$ cat src/rtl/fifo_arb_pkg.sv
// Shared types, widths and helpers for the FIFO write-port arbiter.
package fifo_arb_pkg;

    // Arbiter lock state: IDLE holds no lock, BURST holds an owner.
    typedef enum logic {
        ARB_IDLE  = 1'b0,
        ARB_BURST = 1'b1
    } arb_state_t;

    // Width of the back-pressure cycle counter.
    localparam int STALL_W = 16;

    // Round-robin successor of idx among n producers.
    function automatic int rr_next(input int idx, input int n);
        return (idx + 1) % n;
    endfunction

endpackage

$ cat src/rtl/fifo_wr_arbiter_rr_pick.sv
// Rotating-start priority encoder: finds the first asserted request at or
// after 'start', wrapping around from N-1 back to 0.
module rr_pick #(
    parameter int N  = 4,
    parameter int IW = $clog2(N)
) (
    input  logic [N-1:0]  req,
    input  logic [IW-1:0] start,
    output logic          valid,
    output logic [IW-1:0] idx
);

    // Scan from the farthest offset down to offset 0 so the nearest
    // requester after 'start' is the last one written and therefore wins.
    always_comb begin
        valid = |req;
        idx   = '0;
        for (int k = N - 1; k >= 0; k--) begin
            if (req[(int'(start) + k) % N]) begin
                idx = IW'((int'(start) + k) % N);
            end
        end
    end

endmodule

$ cat src/rtl/fifo_wr_arbiter.sv
// Write-port scheduler for the async FIFO: round-robin between NREQ
// producers with a burst lock of up to MAX_BURST words, gated on 'full'.
//
// Handshake: a producer raises req[i] with its word on req_data and holds
// both stable; the word is taken in the cycle where gnt[i] is high (that
// cycle wr_rq is high and wdata carries the word). There is no separate
// ready: gnt is the ready, qualified by req, and is low while full is high.
module fifo_wr_arbiter
    import fifo_arb_pkg::*;
#(
    parameter int WIDTH     = 8,
    parameter int NREQ      = 4,
    parameter int MAX_BURST = 4
) (
    input  logic                     w_clk,
    input  logic                     rst_n,
    input  logic [NREQ-1:0]          req,
    input  logic [NREQ*WIDTH-1:0]    req_data,
    output logic [NREQ-1:0]          gnt,
    input  logic                     full,
    output logic                     wr_rq,
    output logic [WIDTH-1:0]         wdata,
    output logic [$clog2(NREQ)-1:0]  owner,
    output logic                     busy,
    output logic [STALL_W-1:0]       stall_cnt
);

    localparam int IW = $clog2(NREQ);
    // burst_cnt only ever holds 1..MAX_BURST-1.
    localparam int CW = (MAX_BURST > 1) ? $clog2(MAX_BURST) : 1;

    arb_state_t      state_q, state_d;
    logic [IW-1:0]   rr_ptr_q, rr_ptr_d;
    logic [IW-1:0]   owner_q, owner_d;
    logic [CW-1:0]   cnt_q, cnt_d;
    logic [STALL_W-1:0] stall_q;

    logic            lock_hit;
    logic [IW-1:0]   pick_start;
    logic            pick_valid;
    logic [IW-1:0]   pick_idx;
    logic [IW-1:0]   cand;
    logic            cand_valid;
    logic            accept;
    logic [IW-1:0]   owner_succ;

    assign owner_succ = IW'(rr_next(int'(owner_q), NREQ));

    // The owner keeps the port while it still requests; otherwise search
    // starts after the owner (lock released) or at rr_ptr (no lock).
    assign lock_hit   = (state_q == ARB_BURST) && req[owner_q];
    assign pick_start = (state_q == ARB_IDLE) ? rr_ptr_q : owner_succ;

    rr_pick #(
        .N  (NREQ),
        .IW (IW)
    ) u_pick (
        .req   (req),
        .start (pick_start),
        .valid (pick_valid),
        .idx   (pick_idx)
    );

    assign cand       = lock_hit ? owner_q : pick_idx;
    assign cand_valid = lock_hit | pick_valid;

    // Reset masks the grant so a word in flight during reset is dropped.
    assign accept = cand_valid && !full && rst_n;

    // Combinational grant path and data mux.
    always_comb begin
        gnt   = '0;
        wr_rq = accept;
        wdata = req_data[int'(cand)*WIDTH +: WIDTH];
        if (accept) begin
            gnt = NREQ'(1) << cand;
        end
    end

    assign busy      = (state_q == ARB_BURST);
    assign owner     = busy ? owner_q : '0;
    assign stall_cnt = stall_q;

    // Next-state logic for the burst lock and round-robin pointer.
    always_comb begin
        state_d  = state_q;
        rr_ptr_d = rr_ptr_q;
        owner_d  = owner_q;
        cnt_d    = cnt_q;
        case (state_q)
            ARB_IDLE: begin
                if (accept) begin
                    if (MAX_BURST == 1) begin
                        rr_ptr_d = IW'(rr_next(int'(cand), NREQ));
                    end else begin
                        state_d = ARB_BURST;
                        owner_d = cand;
                        cnt_d   = CW'(1);
                    end
                end
            end
            ARB_BURST: begin
                if (lock_hit) begin
                    // full=1 leaves the lock untouched.
                    if (!full) begin
                        if (cnt_q == CW'(MAX_BURST - 1)) begin
                            state_d  = ARB_IDLE;
                            rr_ptr_d = owner_succ;
                        end else begin
                            cnt_d = cnt_q + CW'(1);
                        end
                    end
                end else if (accept) begin
                    // Owner dropped req: a new producer takes over without a
                    // bubble, exactly as a fresh accept from IDLE.
                    if (MAX_BURST == 1) begin
                        state_d  = ARB_IDLE;
                        rr_ptr_d = IW'(rr_next(int'(cand), NREQ));
                    end else begin
                        owner_d = cand;
                        cnt_d   = CW'(1);
                    end
                end else begin
                    state_d  = ARB_IDLE;
                    rr_ptr_d = owner_succ;
                end
            end
            default: begin
                state_d = ARB_IDLE;
            end
        endcase
    end

    // Arbiter state register.
    always_ff @(posedge w_clk or negedge rst_n) begin
        if (!rst_n) begin
            state_q  <= ARB_IDLE;
            rr_ptr_q <= '0;
            owner_q  <= '0;
            cnt_q    <= '0;
        end else begin
            state_q  <= state_d;
            rr_ptr_q <= rr_ptr_d;
            owner_q  <= owner_d;
            cnt_q    <= cnt_d;
        end
    end

    // Saturating count of cycles where a producer waits on a full FIFO.
    always_ff @(posedge w_clk or negedge rst_n) begin
        if (!rst_n) begin
            stall_q <= '0;
        end else if (full && (|req) && (stall_q != '1)) begin
            stall_q <= stall_q + STALL_W'(1);
        end
    end

endmodule

$ cat config.mk
export PLATFORM = sky130hd
export DESIGN_NAME = fifo_wr_arbiter
export DESIGN_NICKNAME = d
export VERILOG_FILES = /design/src/rtl/fifo_arb_pkg.sv /design/src/rtl/fifo_wr_arbiter_rr_pick.sv /design/src/rtl/fifo_wr_arbiter.sv
export SDC_FILE = /design/constraint.sdc
export NUM_CORES = 1
export LEC_CHECK = 0
export CAP_MARGIN = 30
export CORE_ASPECT_RATIO = 1.1
export CORE_UTILIZATION = 37
export DETAILED_ROUTE_END_ITERATION = 8
export HOLD_SLACK_MARGIN = 0.12
export PLACE_DENSITY = 0.88
export SYNTH_ARGS = -nofsm -noshare
export SYNTH_HDL_FRONTEND = slang
export SYNTH_SLANG_ARGS = --single-unit
export TNS_END_PERCENT = 100
$ cat constraint.sdc
create_clock -name w_clk -period 2.55 [get_ports w_clk]
set_clock_uncertainty 0.05 [all_clocks]
set_input_delay 0.255 -clock w_clk [delete_from_list [all_inputs] [get_ports w_clk]]
set_output_delay 0.255 -clock w_clk [all_outputs]
set_load 0.02 [all_outputs]
==> reports/qor.yml, run 1 <==
num_rows: 24
status: "finished, violations left"
worstMarginPinSlew_ns: 0.307
crit_arrival_ns: 2.57
drt_iter0_markers: 99
grt_first_pass_wirelength_mm: 7.36
synth_ff_type: "dfrtp_1"
yosysWarnings: 0
numCtsBuffers: 3
drc: 0
ys_types: 42
areaGrowthSynthToFinish_pct: 77.3
drive_gt1_share_pct: 34.0
chipWidth_um: 63.0
vdd_ir_drop_max_mv: 0.558
io_buffers: 70
cts_tree: "yes"
root_buffer: "clkbuf_8"
ys_ff_latch: 23
p_per_area_nw_per_um2: 1060
cts.sinks: 23
violations: "setup timing"
rsz0062_at_grt: "true"
die_area_um2: 4360
num_antenna_cells: 0
cap_violations: 0
reg2reg_slack_ns: 0.52
insertion_delay_ns: 0.27
slew_headroom_pct: 79.5
setup_ws_ns: -0.321
async_reset_ff_share_pct: 100
ant_nets: 0
grt_max_degree: 24
dp_slack_ns: -0.760
rr_startpoint: "owner_q[1]$_DFFE_PN0P_"
clockBufferDepth: 2
vias: 1565
firstDrtPassIters: 4
syn_avg_cell_area_um2: 10.8
worstSetupPathType: "reg2out"
track_usage_pct: 21.3
antenna_found_initial: 0
synth.cell_area_um2: 1520
clk_pin_slew_ns: 0.08
place_inst: 288
cts_htree_levels: 1
max_freq_mhz: 348
initial_utilization_pct: 38.5
whs_ns: 0.348
worstPathRequired_ns: 2.25
synth_nets: 182
cp-end-kind: "primary output"
fill_cells: 291
cts_hold_buf: 0
routabilityCongestion: 0.878
reg2reg_depth: 8
drv_slew: 0
ys_seq_area_share_pct: 38.0
wl_mm: 4.55
cp-start-kind: "flop"
power_w: 0.00285
synthCells: 141
hold_viol: 0
min_period_ns: 2.87
layout_commonest_cell: "clkdlybuf4s50_1"
stdcell_count: 302
die_h_um: 69.1
post_drt_wl_per_cell_um: 15.1
core_region_area_um2: 3930
leakage_nw: 1.18
period_share_pct: 113
post-route-util_pct: 68.4
finalNetCount: 292
hpwl_mm: 3.20
vias_per_cell: 5.18
synth_edf_count: 0
overflow: 0
min_path_type: "in2async"
r2r-end: "owner_q[1]$_DFFE_PN0P_"
cp_max_fo: 6
setup_violations: 12
ioPinCount: 71
grt_pass1_vias: 1544
final_cell_mix: "clkdlybuf4s50_1 (55), buf_4 (36), dfrtp_1 (21)"
-- cell type report --
cell class                      count  area, µm²  share of cell area, %
Inverter                            6       22.5                  0.838
Clock inverter                      1       5.00                  0.186
Multi-Input combinational cell    107        946                   35.2
Sequential cell                    23        578                   21.5
Tap cell                           52       65.1                   2.42
Timing Repair Buffer              110       1030                   38.3
Clock buffer                        3       41.3                   1.54
-- timing repair --
item                       in CTS  in global routing
cloned                          1                  0
hold endpoints to repair        0                  0
resized for setup              93                 12
setup endpoints to repair      13                 12
pin swaps                       4                 10
buffers inserted                3                  8
-- how the worst max path moves through the flow --
| stage | from | slack, ns | end |
|---|---|---|---|
| after floorplan | owner_q[0]$_DFFE_PN0P_ | 0.008 | wdata[0] |
| after global placement | req[2] | -0.65 | wdata[3] |
| after detailed placement | req[3] | -0.76 | wdata[6] |
| after CTS | owner_q[1]$_DFFE_PN0P_ | -0.41 | wdata[1] |
| after global routing | owner_q[1]$_DFFE_PN0P_ | -0.45 | wdata[4] |
| final | owner_q[1]$_DFFE_PN0P_ | -0.32 | wdata[6] |
-- logic make-up after synthesis --
family / count (synthesis) / synth area share [%]
and+or+nand+nor: 49 / 17.4
AOI/OAI and AO/OA: 26 / 12.3
DFF: 23 / 38.0
xor gates and xnor gates: 17 / 9.82
muxes: 13 / 16.9
buffers and inverters: 11 / 3.96
adders and majority gates: 2 / 1.65
-- cell usage after synthesis, types with 2 or more instances --
| cell | n | area [µm²] |
|---|---|---|
| nand3_1 | 2 | 10.0 |
| and4_1 | 2 | 17.5 |
| nor3_1 | 3 | 15.0 |
| ha_1 | 2 | 25.0 |
| mux2_2 | 2 | 22.5 |
| and2_1 | 2 | 12.5 |
| a211oi_1 | 2 | 15.0 |
| nand4_1 | 6 | 37.5 |
| clkbuf_1 | 2 | 7.51 |
| buf_6 | 2 | 22.5 |
| nor2_1 | 7 | 26.3 |
| a221oi_1 | 2 | 17.5 |
| and3_1 | 5 | 31.3 |
| dfrtp_1 | 23 | 576 |
| mux4_1 | 3 | 78.8 |
| inv_1 | 6 | 22.5 |
| xor2_1 | 5 | 43.8 |
| o21ai_0 | 7 | 35.0 |
| nor3b_1 | 2 | 15.0 |
| mux2i_1 | 2 | 20.0 |
| nand2_1 | 14 | 52.6 |
| mux4_2 | 6 | 135 |
| a21oi_1 | 4 | 20.0 |
| xnor2_1 | 12 | 105 |
-- metrics by stage --
step / instance area, µm² / TNS (ns)
final: 2690 / -2.97
after global routing: 2690 / -4.36
after CTS: 2640 / -3.96
after detailed placement: 2490 / -8.52
after global placement: 2490 / -7.05
after floorplan: 1520 / 0
-- power by group --
| part | switching (W) | internal [W] | total [W] |
|---|---|---|---|
| clock network | 0.000113 | 0.000109 | 0.000222 |
| registers | 0.000129 | 0.000466 | 0.000596 |
| logic | 0.000890 | 0.00114 | 0.00203 |
| total | 0.00113 | 0.00172 | 0.00285 |
-- critical path: stages, from the launching register on --
cell and delay (ns):
dfrtp_2 0.46, buf_4 0.16, xnor2_2 0.14, a21oi_1 0.18, nor3b_2 0.08, o21a_1 0.22
a211oi_4 0.20, buf_6 0.17, mux4_2 0.52, buf_6 0.15
-- state kept, by name, summed over array words and instances (netlist names) --
register and flops:
cnt_q 2, busy 1, stall_cnt 16, owner_q 2, rr_ptr_q 2
-- metal layers --
layer  vias to the layer above  GRT usage, %  part of all wire [%]
met1                       761          25.2                    41
met5                         -             0                     0
met4                         0          6.72                   1.9
li1                        745             -                     -
met2                        51          39.2                    53
met3                         8          2.48                   4.3
No activity file was read; power rests on OpenSTA's default activity.
==> inputs of run 2 (changes only) <==
- SKIP_CTS_REPAIR_TIMING: default -> 1
==> reports/qor.yml, run 2 (synthesis gave the netlist of run 1 again) <==
stdcell_count: 295  # -2.3%
setup_ws_ns: -0.364  # -0.0429 ns
post-route-util_pct: 65.7  # -2.7 points
cp-start-kind: "flop"
netSwitchingFraction_pct: 41.1  # +1.3 points
cts_htree_levels: 1  # unchanged
final_cell_mix: "clkdlybuf4s50_1 (56), buf_4 (35), dfrtp_1 (20)"
slew_headroom_pct: 81.3  # +1.8 points
clock_power_share_pct: 8.6  # +0.8 points
ant_nets: 0  # unchanged
wl_mm: 4.33  # -4.9%
drc: 0  # unchanged
cts.sinks: 23  # unchanged
crit_arrival_ns: 2.61  # +0.04 ns
use_met3_pct: 2.98  # +0.50 points
power_frac_seq_pct: 23.4  # +2.5 points
root_buffer: "clkbuf_8"
hpwl_mm: 3.20  # unchanged
insertion_delay_ns: 0.27  # about the same
rsz0062_at_grt: "true"
max_freq_mhz: 343  # -1.5%
initial_utilization_pct: 38.5  # unchanged
p_per_area_nw_per_um2: 995  # -6.1%
violations: "setup timing"
grt_max_degree: 24  # unchanged
hold_viol: 0  # unchanged
routabilityCongestion: 0.878  # unchanged
clk_pin_slew_ns: 0.08  # about the same
rr_startpoint: "stall_cnt[6]$_DFFE_PN0P_"
worstSetupPathType: "reg2out"
num_antenna_cells: 0  # unchanged
antenna_found_initial: 0  # unchanged
worstPathRequired_ns: 2.25  # about the same
drt_iter0_markers: 67  # -32%
gr-usage-met2_pct: 34.2  # -5.0 points
finalNetCount: 285  # -2.4%
vias_per_cell: 5.30  # +2.3%
grt-busiest-layer: "met2"
vdd_ir_drop_max_mv: 0.545  # -2.4%
min_path_type: "in2async"
leakage_nw: 1.14  # -3.2%
drive_gt1_share_pct: 29.6  # -4.4 points
die_h_um: 69.1  # unchanged
firstDrtPassIters: 6  # +2
status: "finished, violations left"
num_rows: 24  # unchanged
crit_start: "owner_q[1]$_DFFE_PN0P_"
cp_max_fo: 10  # +4
layout_commonest_cell: "clkdlybuf4s50_1"
pwr-share-comb_pct: 68.0  # -3.3 points
cap_violations: 0  # unchanged
cts_tree: "yes"
grt_pass1_vias: 1485  # -3.8%
min_period_ns: 2.91  # +0.0429 ns
areaGrowthSynthToFinish_pct: 70.4
die_area_um2: 4360  # unchanged
post_drt_wl_per_cell_um: 14.7  # -2.6%
cp-end-kind: "primary output"
p_switching_w: 0.00106  # -6.8%
clockBufferDepth: 2  # unchanged
chipWidth_um: 63.0  # unchanged
use_met1_pct: 23.1  # -2.1 points
vias: 1564  # -0.064%
period_share_pct: 114  # +1.7 points
io_buffers: 70  # unchanged
grt_first_pass_wirelength_mm: 6.73  # -8.5%
setup_violations: 12  # unchanged
track_usage_pct: 19.2  # -2.1 points
largest_reg_flops: 16  # unchanged
place_inst: 288  # unchanged
overflow: 0  # unchanged
ioPinCount: 71  # unchanged
p_int_w: 0.00152  # -12%
worstMarginPinSlew_ns: 0.279  # -0.0280 ns
numCtsBuffers: 3  # unchanged
core_region_area_um2: 3930  # unchanged
drv_slew: 0  # unchanged
-- run 2: changes by cell type in the layout (fill, tap and decap cells not counted), sizes merged --
| cell | change |
|---|---|
| clkdlybuf4s50 | +1 |
| buf | -9 |
| dlymetal6s2s | +1 |
| dlygate4sd2 | -2 |
| clkbuf | +2 |
-- run 2: power groups by stage --
stage / Clock, W / Sequential (W) / Combinational, W
final: 0.000222 / 0.000601 / 0.00175
after floorplan: 0 / 0.000625 / 0.000917
after global placement: 0 / 0.000584 / 0.00165
after CTS: 0.000228 / 0.000586 / 0.00170
after global routing: 0.000247 / 0.000619 / 0.00186
after detailed placement: 0 / 0.000593 / 0.00169
-- run 2: critical path, cell delays in order (launching register included) --
cell and delay [ns]:
dfrtp_2 0.48, xor2_2 0.21, buf_4 0.14, a221oi_1 0.06, o21ai_1 0.25, a21oi_4 0.07, a211oi_4 0.26, buf_12 0.17
mux4_1 0.54, clkbuf_2 0.17
-- run 2: stage by stage --
step                      power [W]  cell area, µm²  hold slack [ns]  setup TNS, ns  setup slack [ns]
after floorplan             0.00154            1520          -0.0906              0           0.00847
after global placement      0.00224            2490            0.417          -7.05            -0.651
after detailed placement    0.00228            2490            0.436          -8.52            -0.760
after CTS                   0.00251            2530            0.353          -8.97            -0.817
after global routing        0.00272            2580            0.373          -4.35            -0.494
final                       0.00257            2580            0.347          -2.91            -0.364
-- run 2: final cells by class --
class	count	area [µm²]
tap	52	65.1
clock inverter	1	5.00
clock buffer	3	41.3
inverter	6	22.5
timing repair buffer	103	932
fill	310	1350
multi-input combinational	107	938
sequential	23	579
-- run 2: path summary, 6_finish.rpt --
| kind | depth (start not counted) | slack (ns) | end |
|---|---|---|---|
| hold / removal | 2 | 0.35 | stall_cnt[2]$_DFFE_PN0P_ |
| hold reg to reg | 1 | 0.45 | cnt_q[0]$_DFFE_PN0P_ |
| setup / recovery | 9 | -0.36 | wdata[4] |
| min in group w_clk | 1 | 0.45 | cnt_q[0]$_DFFE_PN0P_ |
| setup reg to reg | 6 | 0.58 | stall_cnt[9]$_DFFE_PN0P_ |
| max in group asynchronous | 2 | 1.86 | owner_q[0]$_DFFE_PN0P_ |
-- run 2: routing by layer --
layer  vias up  part of all wire [%]
met4         0                   2.4
met2        64                    53
met1       753                    39
li1        731                     -
met3        16                   5.8
met5         -                     0
==> inputs of run 3 (changes only) <==
- SLEW_MARGIN: default -> 10
==> results of run 3 <==
Final layout, timing and power as in run 2 (identical DEF).
